===== config.mk =====
export PLATFORM = sky130hd
export DESIGN_NAME = issue_scoreboard
export DESIGN_NICKNAME = d
export VERILOG_FILES = /design/src/rtl/issue_scoreboard.sv
export SDC_FILE = /design/constraint.sdc
export NUM_CORES = 1
export LEC_CHECK = 0
export ABC_AREA = 1
export CORE_MARGIN = 5
export CORE_UTILIZATION = 50
export DETAILED_ROUTE_END_ITERATION = 7
export DONT_BUFFER_PORTS = 1
export PLACE_DENSITY = 0.68
export SLEW_MARGIN = 10
export SYNTH_ARGS = -nofsm -noshare
export SYNTH_HDL_FRONTEND = slang
export SYNTH_SLANG_ARGS = --single-unit

===== constraint.sdc =====
create_clock -name clk -period 5.7 [get_ports clk]
set_clock_uncertainty 0.2 [all_clocks]
set_input_delay 0.285 -clock clk [delete_from_list [all_inputs] [get_ports clk]]
set_output_delay 0.285 -clock clk [all_outputs]
set_load 0.005 [all_outputs]

===== src/rtl/issue_scoreboard.sv =====
// In-order issue stage: holds one decoded instruction and releases it to execute once it is
// clear of register hazards (per-class pending-write bits) and memory-ordering limits.
module issue_scoreboard #(
   parameter int unsigned PAYLOAD_W = 64,
   parameter int unsigned MAX_MEM   = 4
) (
   input  logic                 clk,
   input  logic                 rst,
   input  logic                 flush,
   input  logic                 dec_valid,
   output logic                 dec_ready,
   input  logic [4:0]           dec_rs1,
   input  logic [4:0]           dec_rs2,
   input  logic [4:0]           dec_rd,
   input  logic [1:0]           dec_rs1_class,
   input  logic [1:0]           dec_rs2_class,
   input  logic [1:0]           dec_rd_class,
   input  logic                 dec_uses_rs1,
   input  logic                 dec_uses_rs2,
   input  logic                 dec_uses_rd,
   input  logic                 dec_is_mem,
   input  logic                 dec_is_membar,
   input  logic [PAYLOAD_W-1:0] dec_payload,
   output logic                 iss_valid,
   input  logic                 iss_ready,
   output logic [PAYLOAD_W-1:0] iss_payload,
   input  logic                 wb0_valid,
   input  logic [4:0]           wb0_rd,
   input  logic [1:0]           wb0_class,
   input  logic                 wb1_valid,
   input  logic [4:0]           wb1_rd,
   input  logic [1:0]           wb1_class,
   input  logic                 mem_done,
   output logic                 busy,
   output logic [31:0]          stall_cnt
);

   localparam logic [3:0] MEM_LIMIT  = 4'(MAX_MEM);
   localparam logic [1:0] CLS_SCALAR = 2'd0;

   logic                 head_valid;
   logic [4:0]           h_rs1, h_rs2, h_rd;
   logic [1:0]           h_rs1_class, h_rs2_class, h_rd_class;
   logic                 h_uses_rs1, h_uses_rs2, h_uses_rd;
   logic                 h_is_mem, h_is_membar;
   logic [PAYLOAD_W-1:0] h_payload;

   logic [2:0][31:0]     pend, set_mask, clr_mask;
   logic [3:0]           mem_cnt;
   logic                 hazard, fire, accept, mem_inc;

   // Class 3 and scalar x0 never report as pending.
   function automatic logic pend_hit(input logic [2:0][31:0] p, input logic [1:0] cls,
                                     input logic [4:0] idx);
      logic hit;
      hit = 1'b0;
      for (int unsigned c = 0; c < 3; c++)
         if (cls == 2'(c)) hit = p[c][idx];
      if (cls == CLS_SCALAR && idx == 5'd0) hit = 1'b0;
      return hit;
   endfunction

   always_comb begin
      hazard = (h_uses_rs1 && pend_hit(pend, h_rs1_class, h_rs1))
            || (h_uses_rs2 && pend_hit(pend, h_rs2_class, h_rs2))
            || (h_uses_rd  && pend_hit(pend, h_rd_class,  h_rd))
            || (h_is_mem && mem_cnt == MEM_LIMIT)
            || (h_is_membar && mem_cnt != '0);
   end

   assign iss_valid   = head_valid && !hazard;
   assign fire        = iss_valid && iss_ready;
   assign dec_ready   = !head_valid || fire;
   assign accept      = dec_valid && dec_ready;
   assign mem_inc     = fire && h_is_mem;
   assign iss_payload = h_payload;
   assign busy        = head_valid || (|pend) || (mem_cnt != '0);

   // Set is OR-ed in after the clears so an issuing writer beats a same-cycle writeback.
   always_comb begin
      set_mask = '0;
      clr_mask = '0;
      for (int unsigned c = 0; c < 3; c++) begin
         if (wb0_valid && wb0_class == 2'(c)) clr_mask[c][wb0_rd] = 1'b1;
         if (wb1_valid && wb1_class == 2'(c)) clr_mask[c][wb1_rd] = 1'b1;
         if (fire && h_uses_rd && h_rd_class == 2'(c) && !(c == 0 && h_rd == 5'd0))
            set_mask[c][h_rd] = 1'b1;
      end
   end

   always_ff @(posedge clk) begin
      if (rst) begin
         head_valid <= 1'b0;
         pend       <= '0;
         mem_cnt    <= '0;
         stall_cnt  <= '0;
      end else begin
         if (flush)       head_valid <= 1'b0;
         else if (accept) head_valid <= 1'b1;
         else if (fire)   head_valid <= 1'b0;

         pend <= (pend & ~clr_mask) | set_mask;

         if (mem_inc && !mem_done)
            mem_cnt <= mem_cnt + 4'd1;
         else if (!mem_inc && mem_done && mem_cnt != '0)
            mem_cnt <= mem_cnt - 4'd1;

         if (head_valid && hazard && stall_cnt != '1)
            stall_cnt <= stall_cnt + 32'd1;
      end
   end

   always_ff @(posedge clk) begin
      if (accept) begin
         h_rs1       <= dec_rs1;
         h_rs2       <= dec_rs2;
         h_rd        <= dec_rd;
         h_rs1_class <= dec_rs1_class;
         h_rs2_class <= dec_rs2_class;
         h_rd_class  <= dec_rd_class;
         h_uses_rs1  <= dec_uses_rs1;
         h_uses_rs2  <= dec_uses_rs2;
         h_uses_rd   <= dec_uses_rd;
         h_is_mem    <= dec_is_mem;
         h_is_membar <= dec_is_membar;
         h_payload   <= dec_payload;
      end
   end

endmodule


After elaboration in Yosys (flattened, before gate mapping)
Index checks and enable logic that the tools add are counted.

Equal/unequal tests: 12. Reduce and logical (&&, ||, !) cells: 56. $lt $le $gt $ge: 8. Bitwise gates (word level): 6. Multiplexer cells: 49. $add $sub $neg: 3.

Operator list (number): $mux 32 (9); $and 96x96->96 (1); $not 96->96 (1); $or 32x32->32 (3); $or 96x96->96 (1); $reduce_or 96->1 (1); $bmux 1 s5 (9); $add 32x1->32 const B (1); $ne 32x32->1 const B (1); $logic_and 1x1->1 (31); $lt 5x6->1 const B (5); $mux 1 (26); $demux 1 s5 (3); $ge 5x1->1 const B (3); $logic_not 5->1 (3); $eq 2x1->1 const B (5); $eq 2x2->1 const B (5); $logic_not 2->1 (5); $mux 4 (2); $logic_or 1x1->1 (7); $logic_not 1->1 (5); $add 4x1->4 const B (1); $eq 4x3->1 const B (1); $reduce_bool 2->1 (2); 3 further kinds (3).

Flip-flop bits (word level): 223. Bits of input ports: 112.

Depth between registers and ports, before layout
Gate-level depths: netlist of run 1.

Word-level depth: 20. Depth in mapped cells: 28. Depth with buffers taken out: 27.

Worst setup path before layout of run 1
Ideal clock, no wire load.

Kind: register to register. From: reg h_rd[0]. To: reg h_is_mem (enable). Arrival time: 5.646 ns. Period minus slack after synthesis: 6.385 ns. Cell stages (with the launch flop): 18. Slack: -0.685 ns. Data required time: 4.961 ns. Setup time: 0.539 ns. Buffers on the path: 2. Cell sequence: edfxtp_1 > buf_4 > buf_4 > o21ai_0 > nand2_1 > nand2_1 > nand2_1 > nand2_1 > nor2_1 > nand2_1 > a21oi_1 > nand2_1 > nand2_1 > nor2_2 > nand2_1 > o21ai_0 > inv_1 > nor2_1.

Longest elaborated chain between the ends: 15. Elaborated cells on any way between the ends: 21.

RTL lines: from (decl) (RTL line 42) `logic [4:0] h_rs1, h_rs2, h_rd;`; from (signal assigned) (RTL line 118) `h_rd <= dec_rd;`; $bmux 1 s5 (RTL line 58) `if (cls == 2'(c)) hit = p[c][idx];`; $mux 1 (not written as such) (RTL line 58); $mux 1 (3 in series) (RTL line 58); $mux 1 * (RTL line 59) `if (cls == CLS_SCALAR && idx == 5'd0) hit = 1'b0;`; $logic_and 1x1->1 * (RTL line 66) `|| (h_uses_rd && pend_hit(pend, h_rd_class, h_rd))`; $logic_or 1x1->1 * (RTL line 66); $logic_or 1x1->1 * (RTL line 67) `|| (h_is_mem && mem_cnt == MEM_LIMIT)`; $logic_or 1x1->1 * (RTL line 68) `|| (h_is_membar && mem_cnt != '0);`; $logic_not 1->1 * (RTL line 71) `assign iss_valid = head_valid && !hazard;`; $logic_and 1x1->1 * (RTL line 71); $logic_and 1x1->1 * (RTL line 72) `assign fire = iss_valid && iss_ready;`; $logic_or 1x1->1 * (RTL line 73) `assign dec_ready = !head_valid || fire;`; via dec_ready (RTL line 11) `output logic dec_ready,`; $logic_and 1x1->1 * (RTL line 74) `assign accept = dec_valid && dec_ready;`; via accept (RTL line 50) `logic hazard, fire, accept, mem_inc;`; to (signal assigned) (RTL line 125) `h_is_mem <= dec_is_mem;`; to (decl) (RTL line 45) `logic h_is_mem, h_is_membar;`.

The timed path passes the listed nets; every way through them passes the cells marked *. The select of a mux whose other input is x is not followed. A chain may end at the register's enable or synchronous reset.

Worst setup path after layout of run 1
From: reg h_rs2[1]. To: reg stall_cnt[25].

Longest elaborated chain between the ends: 13. Elaborated cells on any way between the ends: 19.

RTL lines: from (decl) (RTL line 42); from (signal assigned) (RTL line 117) `h_rs2 <= dec_rs2;`; $bmux 1 s5 (RTL line 58); $mux 1 (not written as such) (RTL line 58); $mux 1 (3 in series) (RTL line 58); $mux 1 * (RTL line 59); $logic_and 1x1->1 * (RTL line 65) `|| (h_uses_rs2 && pend_hit(pend, h_rs2_class, h_rs2))`; $logic_or 1x1->1 * (RTL line 65); $logic_or 1x1->1 * (RTL line 66); $logic_or 1x1->1 * (RTL line 67); $logic_or 1x1->1 * (RTL line 68); $logic_and 1x1->1 * (2 in series) (RTL line 109) `if (head_valid && hazard && stall_cnt != '1)`; to (signal assigned) (RTL line 110) `stall_cnt <= stall_cnt + 32'd1;`; to (decl) (RTL line 35) `output logic [31:0] stall_cnt`.

Every way passes the cells marked *; elsewhere a longest branch is shown, timed or not. The select of a mux whose other input is x is not followed.

==> run metrics, run 1 <==
outcome=finished clean; Hold Violations, Final=0; final wirelength=about 54 mm; Tcrit/Tclk final=slightly above 80%; count of cell types in the netlist=43; Slew HR=27.6%; commonest non-fill, non-tap cell in the layout=nand2_1; Final Critical Period=around 4600 ps; Max Slew Vio Count=0; Synth top area share=roughly a fifth; port bufs=0; First DRT Iteration DRCs=around 2,000; share of cells above drive strength 1=approximately 4.7%; crit end category=flip-flop; Slew @ Worst Pin=approximately 1100 ps; RSZ-0062 raised after global routing=false; Max Cap Violations=0; setup bufs post-CTS=0; die width=171 um; routed vias=14,400; Top Ports=roughly 210; Syn. warnings=0; maximum VDD drop=about 320 uV; syn avg cell area=just under 7 um^2; Power per Cell Area=about 270 nW/um^2; clk slew on worst S/H paths=60 ps; max frequency=about 220 MHz; Leak=about 5.7 nW; CP startpoint kind=flip-flop; Critical Path RT=between 5000 and 6000 ps; placeable core area=around 26,000 um^2; Cell Area, Synth=between 10,000 and 15,000 um^2; Post-DP Area=between 10,000 and 15,000 um^2; Fill cells=about 2,500; most frequent cells in the layout=nand2_1, a21oi_1, nand3_1; Post-synth ARST share=0%; First-pass DRT Iterations=6; Nets=slightly above 2,000; final core utilization=between 50% and 60%; worst hold path type=input port to flip-flop; Mapped Cells=roughly 1,900; Synthesized Nets=between 2,000 and 2,500; Worst path slowest cell=inv_1; drt wl/cell=approximately 23 um; slowest stage delay, CP=between 800 and 900 ps; Place WS=around 1300 ps; antenna violations before repair=0; setup_tns=0 ps; total CTS buffers=25; pin count of the biggest net entering global routing=between 100 and 150; commonest register cell after synthesis=dfxtp_1; crit-path cells=buf_4 > inv_1 > nand3_1 > a21oi_1 > nor2_1 > nand2_1 > nand2_1 > nand2_1 > nand3_1 > nor2_1 > nor2_2 > nand2_1 > nand2_1 > inv_1 > nand2_1 > nand2_1 > a21oi_1 > dlygate4sd3_1; DRC viols=0; Via density=a little over 6; CP max FO=27; Initial Util=~50%; total gr overflow=0; Max H-tree Level=1; gpl congestion=1.08; Die Y=about 170 um; register area share after synthesis=between 40 and 50%; worst setup margin=1100 ps; HPWL Detailed=around 36 mm; Synth area leader=edfxtp_1; Die ar.=between 20,000 and 30,000 um^2; critical path class=flip-flop to flip-flop; Most common cell on crit path=nand2_1; # diodes=0; Reg2Reg Setup Slack=1100 ps; Crit path arrival time=~4800 ps; CTS tree=yes; clock tree root driver cell=clkbuf_16; vias in the first global route=around 14,000; Sink Count=~220; Final ANT Viol Nets=0; clock tree buffer depth=3; synth top area cells=edfxtp_1, dfxtp_1, nand2_1; clock latency on the worst-skew pair=550 ps; row cnt=59; hold_ws=40.7 ps; Area growth syn-to-layout=16.6%; GRT Resource Usage Total=between 30% and 40%; Design Area, Final=between 15,000 and 20,000 um^2; Yosys reg bits=between 200 and 250; # setup viols final=0; first-pass GRT wire length=about 81 mm; Post-synth EDFFs=90
synth_stat cells, types with 2 or more instances:
cell type,instances
nor3_1,46
edfxtp_1,90
a21oi_1,201
buf_4,11
nor2_1,185
ha_1,3
nand2_1,514
clkbuf_1,53
o21ai_0,76
a21boi_0,2
xnor2_1,3
a221o_1,30
buf_2,26
nor3b_1,3
xor2_1,10
a22oi_1,18
nand2_2,2
inv_1,192
a31oi_1,2
o21ai_1,6
nand4_1,20
dfxtp_1,133
o211ai_1,22
nor2_2,4
nand3_1,197
nor4_1,24
buf_1,4
inv_2,4
repair_timing:
action                                 in CTS  in global routing
hold buffers                              100                  0
endpoints found under the hold margin     219                  0
resized for setup                           0                  0
sequential cells by signal, indices dropped and copies added, names as in the netlist:
register     flops
h_is_mem         1
h_is_membar      1
h_rd             5
h_rd_class       2
h_rs1            5
h_rs1_class      2
h_rs2            5
h_rs2_class      2
h_uses_rd        1
h_uses_rs1       1
h_uses_rs2       1
head_valid       1
iss_payload     64
mem_cnt          4
pend            96
stall_cnt       32
final cells by class:
cell class | count | area (um^2) | share of cell area [%]
Multi-Input combinational cell | 1380 | 6530 | 43.0
Sequential cell | 223 | 5370 | 35.3
Timing Repair Buffer | 128 | 1270 | 8.33
Inverter | 198 | 746 | 4.90
Clock buffer | 30 | 664 | 4.37
Tap cell | 335 | 419 | 2.76
Clock inverter | 16 | 210 | 1.38
per-layer routing:
layer / share of wire (%) / up-vias / global-route usage, % / wire (um)
li1: - / 6488 / - / -
met1: 36 / 6566 / 43.1 / 19300
met2: 44 / 1060 / 55.4 / 23900
met3: 11 / 272 / 9.10 / 6140
met4: 8.2 / 0 / 22.8 / 4390
met5: 0 / - / 0 / 0
critical path, delay by kind of cell (launching register included):
family,cells,cell delay (ps)
AOI/OAI and AO/OA,2,350
buffers and inverters,4,1790
DFF,1,360
and+or+nand+nor,12,1740
cells by family (layout without fill, tap and decap cells):
group / count (synthesis) / in the layout / share of synthesized area (%)
DFF: 223 / 223 / 41.2
and+or+nand+nor: 999 / 999 / 32.3
AOI/OAI and AO/OA: 364 / 364 / 16.2
buffers and inverters: 293 / 372 / 9.08
xor gates and xnor gates: 13 / 13 / 0.873
adders and majority gates: 4 / 4 / 0.442
final timing paths:
kind	start	end	cells past startpoint
setup / recovery	h_rs2[1]$_DFFE_PP_	stall_cnt[25]$_SDFFE_PP0P_	18
setup reg to reg	h_rs2[1]$_DFFE_PP_	stall_cnt[25]$_SDFFE_PP0P_	18
hold / removal	wb1_rd[3]	pend[4]$_SDFF_PP0_	6
hold reg to reg	pend[0]$_SDFF_PP0_	pend[0]$_SDFF_PP0_	2
where the power goes:
group          switching (mW)  total [mW]  leakage, nW  internal, mW
combinational           0.402       0.585         3.36         0.183
sequential             0.0548        1.78         1.94          1.73
clock                   0.718        1.74        0.430          1.02
total                    1.17        4.11         5.73          2.93
metrics by stage:
| stage | total power [mW] | instances |
|---|---|---|
| floorplan | 2.14 | 1896 |
| global placement | 2.30 | 2164 |
| detailed placement | 2.30 | 2164 |
| CTS | 4.08 | 2310 |
| global route | 4.24 | 2310 |
| finish | 4.11 | 2310 |
No activity file was read; power rests on OpenSTA's default activity.
==> run 2, diff against run 1 <==
--- a/config.mk
+++ b/config.mk
@@ -10,7 +10,6 @@
 export CORE_UTILIZATION = 50
 export DETAILED_ROUTE_END_ITERATION = 7
 export DONT_BUFFER_PORTS = 1
-export PLACE_DENSITY = 0.68
 export SLEW_MARGIN = 10
 export SYNTH_ARGS = -nofsm -noshare
 export SYNTH_HDL_FRONTEND = slang
==> constraint.sdc (replaced) <==
create_clock -name clk -period 4.6 [get_ports clk]
set_clock_uncertainty 0.2 [all_clocks]
set_input_delay 0.23 -clock clk [delete_from_list [all_inputs] [get_ports clk]]
set_output_delay 0.23 -clock clk [all_outputs]
set_load 0.005 [all_outputs]
==> run 2 against run 1 <==
Critical path type unchanged. Global-route usage up 2.0 points. Largest cell class unchanged. Sequential cell count unchanged. Wire length up 5.3%. Via count up 0.30%. Non-clock buffer count up 19. Sequential share of layout area down 0.70 points.
==> run metrics, run 2 (same netlist as run 1, synthesis figures left out) <==
first-pass GRT wire length=84.0 mm (+3.8%); power share of the clock group=45.0% (+2.6 points); worst hold path endpoint=pend[0]$_SDFF_PP0_; placeable core area=25,800 um^2 (unchanged); clock latency on the worst-skew pair=570 ps (+20 ps); crit end category=flip-flop; max frequency=230 MHz (+6.0%); Sequential Power Share=40.7% (-2.7 points); die width=171 um (unchanged); Worst path slowest cell=inv_2; total CTS buffers=26 (+4.0%); Final Critical Period=4340 ps (-262 ps); # setup viols final=0 (unchanged); hold depth=3 (-3); commonest non-fill, non-tap cell in the layout=nand2_1; Final ANT Viol Nets=0 (unchanged); First-pass DRT Iterations=6 (unchanged); Area growth syn-to-layout=19.0%; routed vias=14,400 (+0.30%); Fill cells=2,398 (-2.2%); HPWL Detailed=38.1 mm (+5.5%); Max H-tree Level=1 (unchanged); setup bufs post-CTS=0 (unchanged); Switch Pwr=1.59 mW (+35%); row cnt=59 (unchanged); RSZ-0062 raised after global routing=false; worst hold path type=input port to flip-flop; clock tree buffer depth=3 (unchanged); worst reg2reg path startpoint=h_rs1[0]$_DFFE_PP_; Reg2Reg Setup Slack=260 ps (-840 ps); port bufs=0 (unchanged); DRC viols=0 (unchanged); total gr overflow=0 (unchanged); area occupied by multi-input gates=6530 um^2 (unchanged); hold path start=rst; critical path class=flip-flop to flip-flop; clk slew on worst S/H paths=70 ps (about the same); share of cells above drive strength 1=5.56% (+0.90 points); R2R Path End=mem_cnt[3]$_SDFFE_PP0P_; vias in the first global route=13,800 (-0.51%); pin count of the biggest net entering global routing=113 (unchanged); maximum VDD drop=399 uV (+25%); Worst R2R Path Depth=24 (+6); outcome=finished clean; slowest stage delay, CP=510 ps (-310 ps); antenna violations before repair=0 (unchanged); P_int=3.85 mW (+31%); Max Cap Violations=0 (unchanged); most frequent cells in the layout=nand2_1, a21oi_1, nand3_1; Via density=6.19 (-0.60%); CP Launch Point=h_rs1[0]$_DFFE_PP_; Most common cell on crit path=nand2_1; Post-Layout Cell Count=2,331 (+0.91%); # diodes=0 (unchanged); Die Y=171 um (unchanged); First DRT Iteration DRCs=1,812 (-10%); Power per Cell Area=351 nW/um^2 (+30%); Critical Path RT=4890 ps (-1040 ps); CP startpoint kind=flip-flop; Sink Count=223 (unchanged); Crit path arrival time=4630 ps (-210 ps); Slew HR=22.6% (-5.0 points); Max Slew Vio Count=0 (unchanged); CTS tree=yes; Initial Util=50.5% (unchanged); Leak=5.87 nW (+2.5%); CP max FO=28 (+3.7%); Tcrit/Tclk final=94.3% (+14 points); max reg flops=96 (unchanged); hold_ws=13.4 ps (-27.2 ps); crit-path cells=inv_2 > nand2_1 > nand3_1 > nand3_1 > nand3_1 > nand2_1 > nand2_1 > nand3_1 > nand3_1 > nand2_1 > nand2_1 > nand3_1 > nor2_1 > nand3_1 > ha_1 > nand2_1 > nand2_1 > a31oi_1 > inv_1 > nand2_1 > nand3_1 > nand2_1 > inv_1 > nor2_1; Comb pwr share=14.4% (+0.2 points); Post-Place Cells=2,177 (+0.60%); Most flops, register=pend; drt wl/cell=24.3 um (+4.3%); Slew @ Worst Pin=1150 ps (+71.3 ps); final wirelength=56.6 mm (+5.3%); Die ar.=29,400 um^2 (unchanged); Top Ports=211 (unchanged); Nets=2,092 (+0.97%); GRT Resource Usage Total=37.3% (+2.0 points); flip-flop and latch area=5370 um^2 (unchanged); Sw Ratio=29.2% (+0.60 points); clock tree root driver cell=clkbuf_16; gpl congestion=1.07 (-1.0%); setup_tns=0 ps (unchanged); Hold Violations, Final=0 (unchanged)
## run 2: worst max-delay path: cells and delay by family, from the launching register on
kind,cells,cell delay (ps)
buffers and inverters,3,610
AO/OA/AOI/OAI,1,200
AND/OR/NAND/NOR,19,2410
adder cells (fa/ha/maj),1,420
flip-flops,1,420
## run 2: layout make-up
cell class	count	area share [%]
Clock buffer	26	4.19
Clock inverter	22	2.34
Inverter	198	4.81
Multi-Input combinational cell	1380	42.1
Sequential cell	223	34.6
Tap cell	335	2.70
Timing Repair Buffer	147	9.26
## run 2: power groups by stage
stage,Clock [mW],Combinational (mW),Sequential (mW)
floorplan,0,0.432,2.22
global placement,0,0.638,2.25
detailed placement,0,0.642,2.25
CTS,2.44,0.737,2.21
global route,2.56,0.830,2.22
finish,2.45,0.781,2.21
## run 2: metal layers
metal  vias up  global-route usage, %  part of all wire (%)
met3       256                   8.53                    11
met1      6629                   45.8                    36
met4         0                   24.8                   8.2
met2       998                   58.9                    45
li1       6546                      -                     -
met5         -                      0                     0
## run 2: how the worst max path moves through the flow
stage | to
final | mem_cnt[3]$_SDFFE_PP0P_
after global routing | mem_cnt[3]$_SDFFE_PP0P_
after CTS | stall_cnt[19]$_SDFFE_PP0P_
after detailed placement | mem_cnt[3]$_SDFFE_PP0P_
after global placement | mem_cnt[3]$_SDFFE_PP0P_
after floorplan | h_is_mem$_DFFE_PP_
## run 2: what timing repair did
item / 4_1_cts / 5_1_grt
hold buffers: 106 / 0
gates resized for setup: 0 / 0
setup endpoints to repair: 0 / 0
endpoints found under the hold margin: 204 / 0
## run 2: stage by stage
| step | area (um^2) | total power [mW] | util (%) | setup WS [ps] |
|---|---|---|---|---|
| 6_report | 15500 | 5.44 | 60.0 | 261 |
| 3_3_place_gp | 13400 | 2.89 | 51.9 | 627 |
| 3_5_place_dp | 13400 | 2.89 | 51.9 | 596 |
| 5_1_grt | 15500 | 5.60 | 60.0 | 23.2 |
| 2_1_floorplan | 13000 | 2.65 | - | 703 |
| 4_1_cts | 15500 | 5.39 | 60.0 | 487 |
